## config.mk

```make
export PLATFORM = sky130hd
export DESIGN_NAME = dp_sequencer
export DESIGN_NICKNAME = d
export VERILOG_FILES = /design/src/rtl/dp_sequencer.sv
export SDC_FILE = /design/constraint.sdc
export NUM_CORES = 1
export LEC_CHECK = 0
export CAP_MARGIN = 15
export CORE_UTILIZATION = 45
export CTS_CLUSTER_DIAMETER = 30
export DETAILED_ROUTE_END_ITERATION = 8
export PLACE_DENSITY = 0.69
export SLEW_MARGIN = 20
export SYNTH_ARGS = -nofsm -noshare
export SYNTH_HDL_FRONTEND = slang
export SYNTH_SLANG_ARGS = --single-unit
```

## constraint.sdc

```tcl
create_clock -name clk -period 5.55 [get_ports clk]
set_input_delay 1.3875 -clock clk [delete_from_list [all_inputs] [get_ports clk]]
set_output_delay 1.3875 -clock clk [all_outputs]
set_load 0.02 [all_outputs]
```

## src/rtl/dp_sequencer.sv

```systemverilog
// Per-sample datapath sequencer: main sample read, each enabled effect stage with a
// start/done handshake and timeout, ready flag, then SPI handoff. All outputs registered.
module dp_sequencer #(
    parameter int unsigned N_FX       = 2,
    parameter int unsigned FX_TIMEOUT = 255,
    parameter int unsigned IDXW       = (N_FX > 1) ? $clog2(N_FX) : 1,
    parameter int unsigned TW         = $clog2(FX_TIMEOUT + 1)
) (
    input  logic            clk,
    input  logic            reset,
    input  logic            start,
    input  logic [N_FX-1:0] fx_en,
    input  logic            main_done,
    input  logic [N_FX-1:0] fx_done,
    input  logic            spi_busy,
    output logic            main_read,
    output logic [N_FX-1:0] fx_start,
    output logic [IDXW-1:0] fx_idx,
    output logic            ready,
    output logic            spi_start,
    output logic            busy,
    output logic            overrun,
    output logic [7:0]      overrun_cnt,
    output logic [N_FX-1:0] timeout_err
);

    typedef enum logic [2:0] {
        StIdle,
        StReadMain,
        StWaitMain,
        StFxIssue,
        StFxWait,
        StReady,
        StSpiStart,
        StSpiWait
    } state_t;

    state_t          state;
    logic [N_FX-1:0] en_q;
    logic [TW-1:0]   tmo_cnt;
    logic [TW-1:0]   tmo_nxt;
    logic            spi_first;

    logic [IDXW-1:0] first_idx;
    logic            first_vld;
    logic [IDXW-1:0] next_idx;
    logic            next_vld;
    logic            stage_done;
    logic            stage_abandon;

    // Scanning downwards leaves the lowest qualifying index in place.
    always_comb begin
        first_idx = '0;
        first_vld = 1'b0;
        next_idx  = '0;
        next_vld  = 1'b0;
        for (int i = int'(N_FX) - 1; i >= 0; i--) begin
            if (en_q[i]) begin
                first_idx = IDXW'(i);
                first_vld = 1'b1;
            end
            if (en_q[i] && (i > int'(fx_idx))) begin
                next_idx = IDXW'(i);
                next_vld = 1'b1;
            end
        end
    end

    assign tmo_nxt       = tmo_cnt + TW'(1);
    assign stage_done    = fx_done[fx_idx];
    assign stage_abandon = (tmo_nxt == TW'(FX_TIMEOUT));

    always_ff @(posedge clk or posedge reset) begin
        if (reset) begin
            state       <= StIdle;
            en_q        <= '0;
            tmo_cnt     <= '0;
            spi_first   <= 1'b0;
            main_read   <= 1'b0;
            fx_start    <= '0;
            fx_idx      <= '0;
            ready       <= 1'b0;
            spi_start   <= 1'b0;
            busy        <= 1'b0;
            overrun     <= 1'b0;
            overrun_cnt <= '0;
            timeout_err <= '0;
        end else begin
            main_read <= 1'b0;
            fx_start  <= '0;
            ready     <= 1'b0;
            spi_start <= 1'b0;
            overrun   <= 1'b0;

            // A tick that lands while a sequence is in flight is dropped, only counted.
            if (start && (state != StIdle)) begin
                overrun <= 1'b1;
                if (overrun_cnt != 8'hff) begin
                    overrun_cnt <= overrun_cnt + 8'd1;
                end
            end

            case (state)
                StIdle: begin
                    if (start) begin
                        state     <= StReadMain;
                        en_q      <= fx_en;
                        main_read <= 1'b1;
                        busy      <= 1'b1;
                    end
                end
                StReadMain: state <= StWaitMain;
                StWaitMain: begin
                    if (main_done) begin
                        if (first_vld) begin
                            fx_idx   <= first_idx;
                            fx_start <= N_FX'(1) << first_idx;
                            state    <= StFxIssue;
                        end else begin
                            ready <= 1'b1;
                            state <= StReady;
                        end
                    end
                end
                StFxIssue: begin
                    tmo_cnt <= '0;
                    state   <= StFxWait;
                end
                StFxWait: begin
                    if (stage_done || stage_abandon) begin
                        // A done arriving on the last allowed cycle still wins.
                        if (!stage_done) begin
                            timeout_err[fx_idx] <= 1'b1;
                        end
                        if (next_vld) begin
                            fx_idx   <= next_idx;
                            fx_start <= N_FX'(1) << next_idx;
                            state    <= StFxIssue;
                        end else begin
                            ready <= 1'b1;
                            state <= StReady;
                        end
                    end else begin
                        tmo_cnt <= tmo_nxt;
                    end
                end
                StReady: begin
                    spi_start <= 1'b1;
                    state     <= StSpiStart;
                end
                StSpiStart: begin
                    spi_first <= 1'b1;
                    state     <= StSpiWait;
                end
                StSpiWait: begin
                    // First cycle ignores spi_busy: the slave may raise it a cycle late.
                    if (spi_first) begin
                        spi_first <= 1'b0;
                    end else if (!spi_busy) begin
                        busy  <= 1'b0;
                        state <= StIdle;
                    end
                end
                default: state <= StIdle;
            endcase
        end
    end

endmodule

```

### Word-level counts from Yosys, hierarchy flattened

Cells that the tools add are included.

| storage, ports and cells | value |
|---|---|
| flip-flop bits (word level) | 32 |
| bits in latches | 0 |
| RAM bits | 0 |
| bits in read-only memories | 0 |
| bits of input ports | 9 |
| output and inout port bits | 18 |
| word-level logic and storage cells | 98 |
| memories kept | 0 |

| cells by class | value |
|---|---|
| add/subtract/negate cells | 2 |
| multipliers | 0 |
| div/mod/pow operators | 0 |
| order comparisons | 3 |
| equal/unequal tests | 17 |
| shifts and indexed selects | 2 |
| mux-type cells | 42 |
| bitwise logic cells | 2 |
| reductions and logical operators | 17 |

Operators by type and width:

| operator | count |
|---|---|
| 3-bit one-hot mux with 8 select lines | 1 |
| 1-bit two-way mux | 22 |
| 3-bit two-way mux | 7 |
| 8-bit by 1-bit adder with 8-bit output, second input constant | 2 |
| 2-bit != test, second input constant | 8 |
| 8-bit one-hot mux with 2 select lines | 1 |
| 3-bit equality test, second input constant | 4 |
| 5-bit AND reduction | 2 |
| 8-bit equality test, second input constant | 1 |
| 2-bit two-way mux | 4 |
| 8-bit two-way mux | 1 |
| 8-bit != test, second input constant | 1 |
| 1-bit one-hot mux with 2 select lines | 4 |
| 2-bit nonzero test | 4 |
| 3-bit by 2-bit equality test with 1-bit output, second input constant | 2 |
| 2-bit AND reduction | 3 |
| 2-bit one-hot mux with 2 select lines | 1 |
| 4-bit AND reduction | 1 |
| 1-bit by 1-bit << shifter with 2-bit output, first input constant | 2 |
| 3-bit by 1-bit equality test with 1-bit output, second input constant | 1 |
| 1-bit logical AND | 3 |
| 3-bit zero test | 1 |
| 3-bit AND reduction | 1 |
| 3-bit nonzero test | 1 |
| other kinds (7) | 7 |

### Longest topological paths before layout

Gate-level depths: netlist of the first run.

| depth | value |
|---|---|
| word-level depth | 7 |
| gate-level depth with buffers | 9 |
| depth with buffers taken out | 8 |

### Worst setup path before layout of the first run

Ideal clock, no wire load.

| timing | value |
|---|---|
| path type | input -> register |
| start | input fx_done[1] |
| end | register tmo_cnt[2] |
| data arrival time | 2419 ps |
| setup slack | 3002 ps |
| cell stages on the path | 7 |
| path buffers | 1 |
| cells stage by stage | mux2i_1 nand2_1 a211o_1 nand2_2 buf_4 nand2_1 mux2i_1 |

| on the way | value |
|---|---|
| longest elaborated chain between the ends | 5 |

RTL lines:

| item | line | source |
|---|---|---|
| start: declaration | 14 | `input logic [N_FX-1:0] fx_done,` |
| 1-bit two-way mux (not written as such) (2 in series) | 70 | `assign stage_done = fx_done[fx_idx];` |
| 1-bit logical OR | 130 | `if (stage_done \|\| stage_abandon) begin` |
| 2-bit != test (no line) | -- |  |
| 2-bit AND reduction (no line) | -- |  |
| end signal: assignment | 144 | `tmo_cnt <= tmo_nxt;` |
| end: declaration | 40 | `logic [TW-1:0] tmo_cnt;` |

Every way passes these cells. The select of a mux whose other input is x is not followed.
A chain may end at the register's enable or synchronous reset.

### Worst setup path after layout of the first run

| timing | value |
|---|---|
| start | input fx_done[1] |
| end | register tmo_cnt[3] |

Same word-level chain as after synthesis.

==> impl_metrics.tcl, run 1 <==
set metrics [dict create \
    status "complete, no violations" \
    switching_power_mw 0.437 \
    worst_path_max_delay_cell "sky130_fd_sc_hd__clkdlybuf4s50_1" \
    synth_top_cell_area_share 0.470 \
    worstMarginPinSlew_ns 0.649 \
    synth_cell_type_count 46 \
    detailed_place_hpwl_mm 2.47 \
    final_layout_size_suffix_gt1_frac 0.0985 \
    vias 1413 \
    min_from "timeout_err[1]$_DFFE_PP0P_" \
    placeableCoreArea_um2 3470 \
    floorplan.die.height_um 63.5 \
    postSynthCellCount 175 \
    cp_data_required_time_ns 5.71 \
    critPathBufInv 1 \
    layout_commonest_cell "sky130_fd_sc_hd__dfrtp_1" \
    timing.hold.worst.class "reg -> reg" \
    report.final.slew_viol_count 0 \
    synth-seq-area-share 0.470 \
    synth_largest_area_cell "sky130_fd_sc_hd__dfrtp_1" \
    switching_share 0.406 \
    globalRouteOverflowTotal 0 \
    final.min_clock_period_ns 3.00 \
    first_iter_violations 95 \
    share_seq_of_total_power 0.413 \
    ir_worst_vdd_mv 0.269 \
    ys_top_cells_by_area "sky130_fd_sc_hd__dfrtp_1 (47%), sky130_fd_sc_hd__nand2_1 (5.7%), sky130_fd_sc_hd__o21ai_0 (3.2%)" \
    die_width_um 63.5 \
    clock_tree.htree_level_count 2 \
    number_of_nets_in_the_synthesized_netlist 187 \
    internal_power_mw 0.640 \
    grt_pass1_vias 1420 \
    grt_max_degree 33 \
    min_delay_path_depth 2 \
    postSynth.asyncResetShare 1.00 \
    power_frac_comb 0.380 \
    clk_pin_slew_ns 0.07 \
    ys_ff_latch 32 \
    most-common-layout-cells "sky130_fd_sc_hd__dfrtp_1 (32), sky130_fd_sc_hd__nand2_1 (26), sky130_fd_sc_hd__clkdlybuf4s50_1 (26)" \
    finalCritPeriodShare 0.541 \
    top_level_ports 27 \
    crit_path_max_incr_delay_ns 0.42 \
    drv_cap 0 \
    hold_bufs_at_cts 0 \
    cts-root-buf "sky130_fd_sc_hd__clkbuf_8" \
    fin_worst_skew_ns 0.0111 \
    final-seq-area_um2 801 \
    synth.cell_area_um2 1700 \
    placement.cell_area_um2 2000 \
    number_of_enable_type_register_cells_in_the_synthesized_netlist 0 \
    totalPowerFinal_mw 1.08 \
    path_delay_family "simple AND/OR/NAND/NOR gates" \
    powerDensity_nw_per_um2 511 \
    cts_setup_buffers 0 \
    ant_nets 0 \
    start_util 0.491 \
    arrival_ns 3.16 \
    first_pass_grt_wire_length_mm 6.59 \
    worstSetupStartpoint "fx_done[1]" \
    setup_tns_ns 0 \
    core.rowCount 21 \
    grt_setup_unrepaired "no" \
    fillers 317 \
    clock_sink_count 32 \
    place.port_buffers 26 \
    worst_slew_margin_rel 0.561 \
    cts_tree "yes" \
    r2r_start "state[2]$_DFFE_PP0P_" \
    criticalPathCategory "in -> reg" \
    diodes 0 \
    cp_common_cell "sky130_fd_sc_hd__mux2i_1" \
    timing.final.setup_violations 0 \
    timing.reg2reg.worst_path_depth 6 \
    worst_case_clock_buffer_depth 2 \
    gp_congestion 0.816 \
    post_synth.cell_area_avg_um2 9.74 \
    route.detailed.drc 0 \
    clk_latency_ns 0.30 \
    route.final.wire_length_mm 3.60 \
    layout.nets 214 \
    syn_to_final_growth_pct 23.7 \
    globalRouteTotalUtil 0.214 \
    die_area_um2 4040 \
    startpoint_type "input pin" \
    first_pass_iters 4 \
    critical_path.endpoint_type "flop" \
    wl_cell_um 14.5 \
    multi_input_area_um2 848 \
    ff2ff_setup_slack_ns 3.40 \
    synth_ff_type "sky130_fd_sc_hd__dfrtp_1" \
    crit_chain "clkdlybuf4s50_1, mux2i_1, o311ai_1, nand3b_4, nand2_2, nand4_1, mux2i_1" \
    maximum_operating_frequency_ghz 0.333 \
    tritoncts.num_buffers 5 \
    hold_viol 0 \
    max_fo_critical_path 12 \
    leakage_nw 0.900 \
    yosys_warnings 0 \
    final_cell_area_um2 2110 \
    r2r-end "tmo_cnt[3]$_DFFE_PP0P_" \
    hold-path-endpoint "timeout_err[1]$_DFFE_PP0P_" \
    clock_share_of_power 0.207 \
    number_of_cells_upsized_or_downsized_after_cts 0 \
    route.detailed.vias_per_inst 5.67 \
    grt_antenna_before_repair 0 \
]
## cell usage after synthesis (2+ instances only)
cell / n
sky130_fd_sc_hd__a211oi_1: 2
sky130_fd_sc_hd__nor2_1: 10
sky130_fd_sc_hd__o21ai_1: 2
sky130_fd_sc_hd__xnor2_1: 6
sky130_fd_sc_hd__o21ai_0: 11
sky130_fd_sc_hd__nand3_1: 6
sky130_fd_sc_hd__buf_2: 2
sky130_fd_sc_hd__dfrtp_1: 32
sky130_fd_sc_hd__a21o_1: 3
sky130_fd_sc_hd__mux2i_1: 4
sky130_fd_sc_hd__nor2b_1: 5
sky130_fd_sc_hd__nand2_1: 26
sky130_fd_sc_hd__a21oi_1: 9
sky130_fd_sc_hd__inv_1: 6
sky130_fd_sc_hd__o21bai_1: 2
sky130_fd_sc_hd__nand4_1: 2
sky130_fd_sc_hd__a211o_1: 2
sky130_fd_sc_hd__and3_1: 4
sky130_fd_sc_hd__mux2_2: 3
sky130_fd_sc_hd__and2_1: 2
sky130_fd_sc_hd__ha_1: 3
sky130_fd_sc_hd__clkbuf_1: 4
sky130_fd_sc_hd__o31ai_1: 4
sky130_fd_sc_hd__xor2_1: 2
sky130_fd_sc_hd__nor3_1: 2
## how the worst max path moves through the flow
stage                             endpoint  cells past startpoint
floorplan           tmo_cnt[2]$_DFFE_PP0P_                      7
global placement    tmo_cnt[3]$_DFFE_PP0P_                      7
detailed placement  tmo_cnt[3]$_DFFE_PP0P_                      7
CTS                 tmo_cnt[3]$_DFFE_PP0P_                      7
global route        tmo_cnt[3]$_DFFE_PP0P_                      7
finish              tmo_cnt[3]$_DFFE_PP0P_                      7
## flip-flops by register name, summed over array words and instances, names as in the netlist, 2 cells and up
signal and flops:
overrun_cnt 8, tmo_cnt 8, state 3, en_q 2, fx_start 2, timeout_err 2
## power by group through the flow
stage	sequential (mW)	clock, mW	combinational, mW
after CTS	0.441	0.229	0.412
after global routing	0.463	0.240	0.455
after detailed placement	0.445	0	0.408
after global placement	0.438	0	0.398
after floorplan	0.432	0	0.271
final	0.444	0.223	0.409
## worst min-delay path, cell delays in order, from the launching register on
cell	delay, ns
sky130_fd_sc_hd__dfrtp_1	0.35
sky130_fd_sc_hd__inv_1	0.04
sky130_fd_sc_hd__o31ai_1	0.06
## through the flow
step	util	worst slack, ns	instances	hold slack [ns]
after floorplan	-	3.00	175	0.445
after global placement	0.576	2.41	241	0.446
after detailed placement	0.576	2.32	241	0.473
after CTS	0.608	2.59	249	0.487
after global routing	0.608	2.40	249	0.518
final	0.608	2.55	249	0.480
## cells by family after synthesis
group,count (synthesis),share of synthesized area
and+or+nand+nor,70,0.223
AOI/OAI and AO/OA,42,0.168
adders and majority gates,3,0.0220
xor gates and xnor gates,8,0.0411
buffers and inverters,13,0.0323
DFF,32,0.470
muxes,7,0.0433
## area by class of cell
type	instances	area share
inverters	6	0.0107
clock buffers	5	0.0326
multi-input cells	130	0.402
flip-flops and latches	32	0.380
clock inverters	3	0.0202
repair buffers	27	0.127
well taps	46	0.0273
## per-layer routing
metal	vias to the layer above	routed length, µm	track usage
li1	672	-	-
met5	-	0	0
met2	50	1680	0.334
met4	0	93	0.119
met3	11	202	0.0670
met1	680	1620	0.260
Note: power is estimated with default switching activity, not from simulation.
==> inputs of run 2 (changes only) <==
PLACE_DENSITY = 0.71   (was 0.69)
clock period = 2.5 ns   (was 5.55 ns; I/O delays follow)
==> run 2 against run 1 <==
Sequential share of layout area is 0.66 points lower. Hold slack worse by 0.0093 ns. Clock-buffer cell count up 2. Cell count is 1.2% higher. Via count is 1.6% lower.
==> impl_metrics.tcl, run 2 (synthesized netlist as in run 1, its figures left out) <==
set metrics [dict create \
    status "complete, no violations" \
    finalCritPeriodShare 0.829 \
    core.rowCount 21 \
    route.final.wire_length_mm 3.53 \
    max_fo_critical_path 12 \
    timing.reg2reg.worst_path_depth 8 \
    share_seq_of_total_power 0.391 \
    wl_cell_um 14.0 \
    final_core_util 0.619 \
    maximum_operating_frequency_ghz 0.483 \
    grt_max_degree 33 \
    floorplan.die.height_um 63.5 \
    place.port_buffers 26 \
    criticalPathCategory "reg -> reg" \
    ff2ff_setup_slack_ns 0.43 \
    worst_hold_slack_ns 0.471 \
    grt_antenna_before_repair 0 \
    timing.hold.worst.class "reg -> reg" \
    cts-root-buf "sky130_fd_sc_hd__clkbuf_8" \
    power_frac_comb 0.389 \
    number_of_cells_upsized_or_downsized_after_cts 0 \
    first_iter_violations 122 \
    cts_setup_buffers 0 \
    worst_case_clock_buffer_depth 2 \
    min_delay_path_depth 2 \
    first_pass_grt_wire_length_mm 6.33 \
    final_layout_size_suffix_gt1_frac 0.112 \
    vias 1391 \
    layout_commonest_cell "sky130_fd_sc_hd__dfrtp_1" \
    placed_cells 244 \
    timing.final.setup_violations 0 \
    r2r_start "tmo_cnt[0]$_DFFE_PP0P_" \
    globalRouteOverflowTotal 0 \
    globalRouteTotalUtil 0.204 \
    start_util 0.491 \
    most-common-layout-cells "sky130_fd_sc_hd__dfrtp_1 (32), sky130_fd_sc_hd__nand2_1 (26), sky130_fd_sc_hd__clkdlybuf4s50_1 (26)" \
    detailed_place_hpwl_mm 2.51 \
    placeableCoreArea_um2 3470 \
    startpoint_type "flop" \
    hold-path-endpoint "timeout_err[1]$_DFFE_PP0P_" \
    final.min_clock_period_ns 2.07 \
    route.detailed.drc 0 \
    die_width_um 63.5 \
    ir_worst_vdd_mv 0.562 \
    clock_share_of_power 0.220 \
    internal_power_mw 1.50 \
    hold_viol 0 \
    cp_data_required_time_ns 2.71 \
    min_from "timeout_err[1]$_DFFE_PP0P_" \
    r2r-end "fx_idx$_DFFE_PP0P_" \
    arrival_ns 2.28 \
    ant_nets 0 \
    syn_to_final_growth_pct 25.9 \
    gp_congestion 0.831 \
    diodes 0 \
    clock_tree.htree_level_count 2 \
    clk_latency_ns 0.29 \
    die_area_um2 4040 \
    worstMarginPinSlew_ns 0.505 \
    biggestRegsByFlops "overrun_cnt x8, tmo_cnt x8, state x3" \
    cts_tree "yes" \
    final_cell_area_um2 2150 \
    report.final.slew_viol_count 0 \
    setup_ws_ns 0.428 \
    clk_pin_slew_ns 0.07 \
    placement.cell_area_um2 2020 \
    first_pass_iters 4 \
    switching_power_mw 0.951 \
    powerDensity_nw_per_um2 1140 \
    tritoncts.num_buffers 5 \
    leakage_nw 0.925 \
    layoutNonFillerInstCount 252 \
    top_level_ports 27 \
    critical_path.endpoint_type "flop" \
    drv_cap 0 \
    pre_cts_ws_ns 0.182 \
    clock_sink_count 32 \
    grt_pass1_vias 1387 \
    route.detailed.vias_per_inst 5.52 \
    grt_setup_unrepaired "no" \
    hold_bufs_at_cts 0 \
    setup_tns_ns 0 \
    worst_slew_margin_rel 0.663 \
    totalPowerFinal_mw 2.45 \
    switching_share 0.389 \
    fin_worst_skew_ns 0.00762 \
    layout.nets 217 \
]
run 2: changes by cell type in the layout (fill, tap and decap cells not counted):
cell                         delta
sky130_fd_sc_hd__buf_4          +3
sky130_fd_sc_hd__clkbuf_8       +2
sky130_fd_sc_hd__clkinv_2       -1
sky130_fd_sc_hd__clkinvlp_4     -1
run 2: worst max path at each step:
stage | depth (start not counted) | to | startpoint
floorplan | 6 | overrun_cnt[6]$_DFFE_PP0P_ | overrun_cnt[2]$_DFFE_PP0P_
global placement | 7 | tmo_cnt[3]$_DFFE_PP0P_ | fx_done[1]
detailed placement | 7 | tmo_cnt[3]$_DFFE_PP0P_ | fx_done[1]
CTS | 8 | fx_idx$_DFFE_PP0P_ | tmo_cnt[0]$_DFFE_PP0P_
global route | 8 | fx_idx$_DFFE_PP0P_ | tmo_cnt[0]$_DFFE_PP0P_
finish | 8 | fx_idx$_DFFE_PP0P_ | tmo_cnt[0]$_DFFE_PP0P_
run 2: critical path, cell delays in order (launching register included):
cell	delay [ns]
sky130_fd_sc_hd__dfrtp_1	0.47
sky130_fd_sc_hd__inv_1	0.11
sky130_fd_sc_hd__ha_1	0.16
sky130_fd_sc_hd__nand3_1	0.10
sky130_fd_sc_hd__nor3b_1	0.28
sky130_fd_sc_hd__a211o_1	0.26
sky130_fd_sc_hd__nand2_2	0.18
sky130_fd_sc_hd__nor4_2	0.28
sky130_fd_sc_hd__o21bai_1	0.14
run 2: metal layers:
metal,up-vias,wire [µm],share of wire,global-route usage
met5,-,0,0,0
met4,0,48,0.014,0.0710
met3,5,204,0.058,0.0634
met2,50,1650,0.47,0.334
met1,658,1630,0.46,0.251
li1,678,-,-,-
run 2: power by group through the flow:
stage                     logic [mW]  clock network, mW  registers, mW
after floorplan                0.602                  0          0.959
after global placement         0.927                  0          0.948
after detailed placement       0.956                  0          0.962
after CTS                      0.960              0.548          0.954
after global routing            1.06              0.581          0.995
final                          0.952              0.540          0.956
run 2: layout make-up:
cell class                 instances  area [µm²]
fill                             324        1320
multi-input combinational        130         848
sequential                        32         801
timing repair buffer              30         290
clock buffer                       7        96.3
tap                               46        57.6
clock inverter                     1        30.0
inverter                           6        22.5
==> inputs of run 3 (changes only) <==
PLACE_DENSITY = 0.69   (was 0.71)
clock period = 2.1 ns   (was 2.5 ns; I/O delays follow)
==> run 3 against run 2 <==
Clock-buffer cell count is the same. Clock power increased by 21%. Clock skew rose by 0.00055 ns. Sequential cell count did not move. Cell count is 4.0% higher. Wire length up 4.8%. Critical endpoint is now tmo_cnt[7]$_DFFE_PP0P_. First-iteration DRC count decreased by 11%. Combinational power is 36% higher. Highest routed layer unchanged. Worst setup slack got worse by 0.30 ns. Sequential share of layout area is 1.5 points lower. Global-route usage up 0.49 points. Critical path depth stayed put.
==> impl_metrics.tcl, run 3 (synthesized netlist as in run 1, its figures left out) <==
set metrics [dict create \
    finalCritPeriodShare 0.940 \
    clk_pin_slew_ns 0.07 \
    clock_tree.htree_level_count 2 \
    first_pass_grt_wire_length_mm 6.37 \
    drv_cap 0 \
    share_seq_of_total_power 0.362 \
    timing.reg2reg.worst_path_depth 8 \
    final_cell_area_um2 2240 \
    biggestRegsByFlops "overrun_cnt x8, tmo_cnt x8, state x3" \
    clk_latency_ns 0.29 \
    worst_hold_slack_ns 0.467 \
    timing.final.setup_violations 0 \
    final_layout_size_suffix_gt1_frac 0.176 \
    setup_tns_ns 0 \
    die_width_um 63.5 \
    layoutNonFillerInstCount 262 \
    route.final.wire_length_mm 3.70 \
    start_util 0.491 \
    layout_commonest_cell "sky130_fd_sc_hd__dfrtp_1" \
    tritoncts.num_buffers 5 \
    power_frac_comb 0.424 \
    worstMarginPinSlew_ns 0.403 \
    leakage_nw 0.969 \
    core.rowCount 21 \
    ant_nets 0 \
    globalRouteTotalUtil 0.209 \
    max_fo_critical_path 4 \
    startpoint_type "input pin" \
    die_area_um2 4040 \
    route.detailed.vias_per_inst 5.49 \
    maximum_operating_frequency_ghz 0.507 \
    wl_cell_um 14.1 \
    grt_antenna_before_repair 0 \
    internal_power_mw 1.87 \
    min_delay_path_depth 2 \
    ff2ff_setup_slack_ns 0.16 \
    ir_worst_vdd_mv 0.735 \
    top_level_ports 27 \
    timing.hold.worst.class "reg -> reg" \
    criticalPathCategory "in -> reg" \
    first_pass_iters 4 \
    fin_worst_skew_ns 0.00817 \
    floorplan.die.height_um 63.5 \
    final.min_clock_period_ns 1.97 \
    pre_cts_ws_ns -0.124 \
    hold_viol 0 \
    arrival_ns 2.16 \
    syn_to_final_growth_pct 31.4 \
    cp_data_required_time_ns 2.28 \
    placed_cells 253 \
    vias 1438 \
    first_iter_violations 108 \
    place.port_buffers 26 \
    switching_power_mw 1.17 \
    clock_share_of_power 0.214 \
    status "complete, no violations" \
    powerDensity_nw_per_um2 1360 \
    grt_setup_unrepaired "no" \
    setup_ws_ns 0.126 \
    cts_tree "yes" \
    critical_path.endpoint_type "flop" \
    diodes 0 \
    totalPowerFinal_mw 3.05 \
    grt_pass1_vias 1420 \
    clock_sink_count 32 \
    layout.nets 227 \
    report.final.slew_viol_count 0 \
    final_core_util 0.645 \
    route.detailed.drc 0 \
    detailed_place_hpwl_mm 2.52 \
    cts-root-buf "sky130_fd_sc_hd__clkbuf_8" \
    placement.cell_area_um2 2090 \
    most-common-layout-cells "sky130_fd_sc_hd__dfrtp_1 (31), sky130_fd_sc_hd__nand2_1 (26), sky130_fd_sc_hd__clkdlybuf4s50_1 (26)" \
    gp_congestion 0.850 \
    worst_case_clock_buffer_depth 2 \
    worst_slew_margin_rel 0.730 \
    switching_share 0.384 \
    grt_max_degree 33 \
    globalRouteOverflowTotal 0 \
    placeableCoreArea_um2 3470 \
    hold_bufs_at_cts 0 \
]
## run 3: cell types whose count changed in the layout (fill, tap and decap cells not counted)
| cell | previous run | this run |
|---|---|---|
| sky130_fd_sc_hd__mux2i_2 | 0 | 1 |
| sky130_fd_sc_hd__dfrtp_1 | 32 | 31 |
| sky130_fd_sc_hd__nor3b_1 | 1 | 0 |
| sky130_fd_sc_hd__ha_2 | 0 | 1 |
| sky130_fd_sc_hd__mux2i_1 | 4 | 3 |
| sky130_fd_sc_hd__buf_4 | 4 | 14 |
| sky130_fd_sc_hd__dfrtp_2 | 0 | 1 |
| sky130_fd_sc_hd__nor3b_2 | 1 | 2 |
| sky130_fd_sc_hd__ha_1 | 3 | 2 |
| sky130_fd_sc_hd__nor3_2 | 1 | 2 |
| sky130_fd_sc_hd__nor3_1 | 2 | 1 |
## run 3: path summary, 6_finish.rpt
| kind | startpoint | end |
|---|---|---|
| setup / recovery | fx_done[0] | tmo_cnt[7]$_DFFE_PP0P_ |
| hold / removal | timeout_err[0]$_DFFE_PP0P_ | timeout_err[0]$_DFFE_PP0P_ |
| setup reg to reg | tmo_cnt[0]$_DFFE_PP0P_ | fx_idx$_DFFE_PP0P_ |
| hold reg to reg | timeout_err[0]$_DFFE_PP0P_ | timeout_err[0]$_DFFE_PP0P_ |
| max in group asynchronous | reset | tmo_cnt[1]$_DFFE_PP0P_ |
| min in group asynchronous | reset | tmo_cnt[2]$_DFFE_PP0P_ |
## run 3: repair_timing
action,4_1_cts,5_1_grt
buffers inserted,0,1
gates resized for setup,0,5
endpoints found under the setup margin,0,12
## run 3: cell type report
class	instances	area (µm²)
clock buffer	7	96.3
clock inverter	1	30.0
fill	277	1230
inverter	6	22.5
multi-input combinational	130	865
sequential	32	802
tap	46	57.6
timing repair buffer	40	365
## run 3: layer usage
| metal | vias to the layer above | track usage | part of all wire |
|---|---|---|---|
| li1 | 702 | - | - |
| met1 | 684 | 0.255 | 0.45 |
| met2 | 46 | 0.324 | 0.48 |
| met3 | 6 | 0.0634 | 0.049 |
| met4 | 0 | 0.116 | 0.018 |
| met5 | - | 0 | 0 |
## run 3: power groups by stage
stage | clock network (mW) | logic (mW) | registers [mW]
2_1_floorplan | 0 | 0.717 | 1.14
6_report | 0.651 | 1.29 | 1.10
3_3_place_gp | 0 | 1.24 | 1.09
3_5_place_dp | 0 | 1.26 | 1.10
4_1_cts | 0.664 | 1.28 | 1.10
5_1_grt | 0.688 | 1.42 | 1.15
## run 3: critical path, stage by stage
cell and delay (ns):
sky130_fd_sc_hd__clkdlybuf4s50_1 0.46, sky130_fd_sc_hd__mux2i_2 0.24, sky130_fd_sc_hd__nand2_1 0.09, sky130_fd_sc_hd__a211o_1 0.27, sky130_fd_sc_hd__buf_4 0.16, sky130_fd_sc_hd__a211o_1 0.27
sky130_fd_sc_hd__nand3_1 0.08, sky130_fd_sc_hd__o21ai_1 0.06
